### src/rtl/product_acc_pkg.sv
// Shared types and constants for the product accumulator slice.
// Saturating accumulation is selected with the PRODUCT_ACC_SATURATE_EN macro.
package product_acc_pkg;

  localparam int PRODUCT_W       = 8;
  localparam int COUNT_W         = 8;
  localparam int DEFAULT_ACC_W   = 16;
  localparam int DEFAULT_MAX_LEN = 16;

  typedef enum logic [1:0] {
    IDLE  = 2'd0,
    ACCUM = 2'd1,
    HOLD  = 2'd2
  } state_t;

endpackage

### src/rtl/acc_adder.sv
// Combinational accumulator + product adder with carry out.
// PRODUCT_ACC_SATURATE_EN clamps the sum to all-ones on carry; otherwise it wraps.
module acc_adder
  import product_acc_pkg::*;
#(
  parameter int ACC_W = DEFAULT_ACC_W
) (
  input  logic [ACC_W-1:0]     acc,
  input  logic [PRODUCT_W-1:0] product,
  output logic [ACC_W-1:0]     sum,
  output logic                 carry
);

  logic [ACC_W:0] wide;

  always_comb begin
    wide  = {1'b0, acc} + {{(ACC_W + 1 - PRODUCT_W){1'b0}}, product};
    carry = wide[ACC_W];
`ifdef PRODUCT_ACC_SATURATE_EN
    // Once clamped, any further non-zero product carries again, so the clamp sticks.
    sum = carry ? {ACC_W{1'b1}} : wide[ACC_W-1:0];
`else
    sum = wide[ACC_W-1:0];
`endif
  end

endmodule

### src/rtl/product_accumulator.sv
// Frame accumulator for the 8-bit approximate-multiplier product stream.
// Overflow handling (wrap vs clamp) is selected by PRODUCT_ACC_SATURATE_EN in acc_adder.
//
// Handshakes: a beat moves on the rising edge where in_valid & in_ready are both
// high; a result moves on the rising edge where out_valid & out_ready are both high.
// out_valid and the result fields stay constant until the result moves.
module product_accumulator
  import product_acc_pkg::*;
#(
  parameter int ACC_W   = DEFAULT_ACC_W,
  parameter int MAX_LEN = DEFAULT_MAX_LEN
) (
  input  logic                 clk,
  input  logic                 rst,
  input  logic                 in_valid,
  output logic                 in_ready,
  input  logic [PRODUCT_W-1:0] in_product,
  input  logic                 in_last,
  output logic                 out_valid,
  input  logic                 out_ready,
  output logic [ACC_W-1:0]     out_sum,
  output logic [COUNT_W-1:0]   out_count,
  output logic                 out_ovf,
  output state_t               fsm_state
);

  state_t             state;
  logic [ACC_W-1:0]   acc;
  logic [COUNT_W-1:0] cnt;
  logic               ovf;

  logic               in_beat;
  logic               out_xfer;
  logic [ACC_W-1:0]   add_base;
  logic [ACC_W-1:0]   add_sum;
  logic               add_carry;
  logic [COUNT_W-1:0] cnt_next;
  logic               ovf_next;
  logic               closing;

  assign in_ready  = (state != HOLD) && !rst;
  assign in_beat   = in_valid && in_ready;
  assign out_xfer  = out_valid && out_ready;
  assign fsm_state = state;

  // A new frame starts from zero, so the single adder serves both IDLE and ACCUM.
  assign add_base = (state == IDLE) ? '0 : acc;
  assign cnt_next = (state == IDLE) ? COUNT_W'(1) : cnt + COUNT_W'(1);
  assign ovf_next = ((state == IDLE) ? 1'b0 : ovf) | add_carry;
  assign closing  = in_last || (cnt_next == COUNT_W'(MAX_LEN));

  acc_adder #(
    .ACC_W(ACC_W)
  ) u_adder (
    .acc    (add_base),
    .product(in_product),
    .sum    (add_sum),
    .carry  (add_carry)
  );

  always_ff @(posedge clk or posedge rst) begin
    if (rst) begin
      state     <= IDLE;
      acc       <= '0;
      cnt       <= '0;
      ovf       <= 1'b0;
      out_valid <= 1'b0;
      out_sum   <= '0;
      out_count <= '0;
      out_ovf   <= 1'b0;
    end else begin
      case (state)
        IDLE, ACCUM: begin
          if (in_beat) begin
            acc <= add_sum;
            cnt <= cnt_next;
            ovf <= ovf_next;
            if (closing) begin
              state     <= HOLD;
              out_valid <= 1'b1;
              out_sum   <= add_sum;
              out_count <= cnt_next;
              out_ovf   <= ovf_next;
            end else begin
              state <= ACCUM;
            end
          end
        end
        HOLD: begin
          if (out_xfer) begin
            out_valid <= 1'b0;
            state     <= IDLE;
          end
        end
        default: state <= IDLE;
      endcase
    end
  end

endmodule

### config.mk
export PLATFORM = sky130hd
export DESIGN_NAME = product_accumulator
export DESIGN_NICKNAME = d
export VERILOG_FILES = /design/src/rtl/product_acc_pkg.sv /design/src/rtl/acc_adder.sv /design/src/rtl/product_accumulator.sv
export SDC_FILE = /design/constraint.sdc
export NUM_CORES = 1
export LEC_CHECK = 0
export CAP_MARGIN = 10
export CORE_MARGIN = 2
export CORE_UTILIZATION = 53
export CTS_BUF_LIST = sky130_fd_sc_hd__clkbuf_4
export CTS_CLUSTER_DIAMETER = 150
export DETAILED_ROUTE_END_ITERATION = 8
export PLACE_DENSITY = 0.78
export SYNTH_ARGS = -nofsm -noshare
export SYNTH_HDL_FRONTEND = slang
export SYNTH_SLANG_ARGS = --single-unit
### constraint.sdc
create_clock -name clk -period 4.4 [get_ports clk]
set_input_delay 0.88 -clock clk [delete_from_list [all_inputs] [get_ports clk]]
set_output_delay 0.88 -clock clk [all_outputs]
set_load 0.05 [all_outputs]
==> flow_metrics.py <==
metrics = {
    "clock_network": {
        "clk_latency_ps": 380,
        "cts_buffers": 5,
        "h-tree-depth": 2,
        "clk_pin_slew_worst_paths_ps": 140,
        "cts-root-buf": "clkbuf_4",
        "cts_buffer_depth": 2,
        "postCtsHoldBufs": 0,
        "cts.sinks": 53,
        "ctsResizeCount": 0,
        "post_cts_buffers": 0,
        "cts_tree": "done",
    },
    "sta": {
        "max_freq_ghz": 0.319,
        "setup_violations": 0,
        "slew_headroom_pct": 58.4,
        "report.final.slew_viol_count": 0,
        "min_period_ps": 3130,
        "worstMarginPinSlew_ps": 621,
        "setup_tns_ps": 0,
        "period_share_pct": 71.1,
        "hold_viol": 0,
        "hold_ws_ps": 491,
        "rsz0062_at_grt": "false",
        "clock_skew_ps": 18.8,
    },
    "logic_synthesis": {
        "synth_fp_nets": 311,
        "yosys_warnings": 0,
        "netlist_area_sq_um": 2910,
        "synthCells": 288,
        "ys_ff_latch": 53,
        "ys.flop_type": "dfrtp_1",
        "postSynthAreaPerCell_sq_um": 10.1,
        "synth_seq_area_share_pct": 45.6,
        "async_reset_ff_share_pct": 100,
        "synth-edff-count": 0,
        "ys_types": 47,
    },
    "routing": {
        "vias": 2251,
        "wl_per_cell_um": 15.0,
        "drt-pass1-iter-count": 4,
        "drt_first_iter_violations": 188,
        "routed_via_density": 5.67,
        "postRouteWirelength_um": 5960,
        "antenna_left": 0,
        "drc": 0,
    },
    "floorplanning": {
        "core.rowCount": 26,
        "die_w_um": 78.1,
        "ios": 42,
        "core_area_sq_um": 5200,
        "dieHeight_um": 78.1,
        "start_util_pct": 55.9,
        "dieArea_sq_um": 6100,
    },
    "worst_hold_path": {
        "hp-class": "reg -> reg",
    },
    "critical_path": {
        "cp_max_fo": 3,
        "arrival_ps": 2250,
        "path_buf_inv": 2,
        "end_kind": "output port",
        "worstPathRequired_ps": 3520,
        "path_cells": "clkdlybuf4s50_1, nor2_1, clkdlybuf4s50_1",
        "critPathSlowestCell": "clkdlybuf4s50_1",
        "timing.setup.critical_path_class": "in -> out",
        "cpMostUsedCell": "clkdlybuf4s50_1",
        "worstSetupStartpointType": "input pin",
        "max_stage_delay_ps": 800,
        "critPathTopFamily": "buffers and inverters",
    },
    "outcome": {
        "status": "complete, no violations",
    },
    "grt": {
        "grt_pass1_vias": 2240,
        "grt-ovfl-total": 0,
        "antenna_found_initial": 0,
        "grt_first_pass_wirelength_um": 10400,
        "grt_start_max_net_pins": 54,
        "track_usage_pct": 21.2,
    },
    "job": {
        "drv_cap": 0,
    },
    "layout": {
        "seq_area_sq_um": 1330,
        "diodes": 0,
        "multi_input_comb_area_sq_um": 1480,
        "layout.nets": 349,
        "syn_to_final_growth_pct": 18.2,
        "fillers": 446,
        "drive_gt1_share_pct": 11.0,
    },
    "pwr": {
        "power.density_nw_per_um2": 550,
        "vdd_drop_max_mv": 0.393,
        "p_leak_nw": 1.58,
    },
    "place": {
        "io_buffers": 41,
        "place.gp.congestion": 0.790,
        "dpl.hpwl_um": 3940,
    },
}
[synth_stat cells, types with 6 or more instances]
cell | n | area share, %
ha_1 | 9 | 3.9
mux2_2 | 8 | 3.1
o21ai_0 | 19 | 3.3
and2_1 | 12 | 2.6
dfrtp_1 | 53 | 46
nor2_1 | 13 | 1.7
clkbuf_1 | 8 | 1.0
mux2_4 | 11 | 5.7
xor2_1 | 6 | 1.8
a21o_1 | 6 | 1.5
a21oi_1 | 13 | 2.2
nand3_1 | 16 | 2.8
xnor2_1 | 8 | 2.4
o31ai_1 | 7 | 1.8
nand2_1 | 40 | 5.2
[worst register-to-register path, cell delays in order, from the launching register on]
cell,delay (ps)
dfrtp_1,500
or2_1,290
buf_4,240
and2_1,210
ha_1,320
a21o_1,230
a221oi_1,400
o21ai_1,290
nand2_1,240
nand3_1,140
a31oi_1,190
[registers in the layout, indices dropped and copies added (netlist names)]
| name | cells |
|---|---|
| cnt | 8 |
| out_count | 8 |
| out_valid | 1 |
| ovf | 1 |
| out_sum | 16 |
| acc | 16 |
| out_ovf | 1 |
| fsm_state | 2 |
[per-layer routing]
| layer | GRT usage (%) | vias to the layer above | share of wire [%] |
|---|---|---|---|
| met1 | 29.0 | 1099 | 47 |
| met3 | 4.02 | 6 | 3.3 |
| met5 | 0 | - | 0 |
| met2 | 34.6 | 48 | 48 |
| li1 | - | 1098 | - |
| met4 | 6.67 | 0 | 1.3 |
[path summary, 6_finish.rpt]
| kind | from | end | slack [ps] | cells after the start |
|---|---|---|---|---|
| setup / recovery | rst | in_ready | 1270 | 3 |
| hold / removal | acc[6] | acc[6] | 490 | 2 |
| setup reg to reg | fsm_state[0] | out_sum[14] | 1280 | 10 |
| hold reg to reg | acc[6] | acc[6] | 490 | 2 |
| max in group asynchronous | rst | out_count[1] | 2910 | 3 |
| min in group asynchronous | rst | fsm_state[1] | 920 | 2 |
[power breakdown]
group | internal (mW) | total (mW) | switching, mW
logic | 0.354 | 0.917 | 0.563
registers | 0.609 | 0.700 | 0.0913
clock network | 0.118 | 0.275 | 0.157
total | 1.08 | 1.89 | 0.811
[stage by stage]
stage	instance area [sq um]	utilization, %	cells	power (mW)	setup slack (ps)
2_1_floorplan	2910	-	288	1.36	808
5_1_grt	3440	66.1	397	2.01	1030
3_5_place_dp	3340	64.2	388	1.62	956
3_3_place_gp	3340	64.2	388	1.60	977
6_report	3440	66.1	397	1.89	1270
4_1_cts	3420	65.7	396	1.90	1270
[logic make-up (layout without fill, tap and decap cells)]
family                     Yosys count  count (layout)  share of synthesized area [%]
and+or+nand+nor                    100             100                           16.5
AOI/OAI and AO/OA                   68              68                           15.0
buffers and inverters               19              58                           3.74
muxes                               24              24                           10.5
adders and majority gates           10              10                           4.56
DFF                                 53              53                           45.6
xor gates and xnor gates            14              14                           4.21
[layout by cell type (no fill, tap or decap), types with 7 or more instances in the layout]
| master | count |
|---|---|
| clkdlybuf4s50_1 | 41 |
| a21oi_1 | 13 |
| nand3_1 | 16 |
| mux2_2 | 8 |
| and2_1 | 12 |
| ha_1 | 9 |
| o21ai_0 | 19 |
| dfrtp_1 | 53 |
| xnor2_1 | 8 |
| o31ai_1 | 7 |
| nand2_1 | 40 |
| nor2_1 | 13 |
| mux2_4 | 11 |
[final cells by class]
cell class	instances	share of cell area, %
Clock inverter	3	1.20
Sequential cell	53	38.5
Inverter	5	0.545
Clock buffer	5	1.09
Timing Repair Buffer	45	13.2
Multi-Input combinational cell	216	42.9
Tap cell	70	2.55
(Power assumes the default switching activity.)
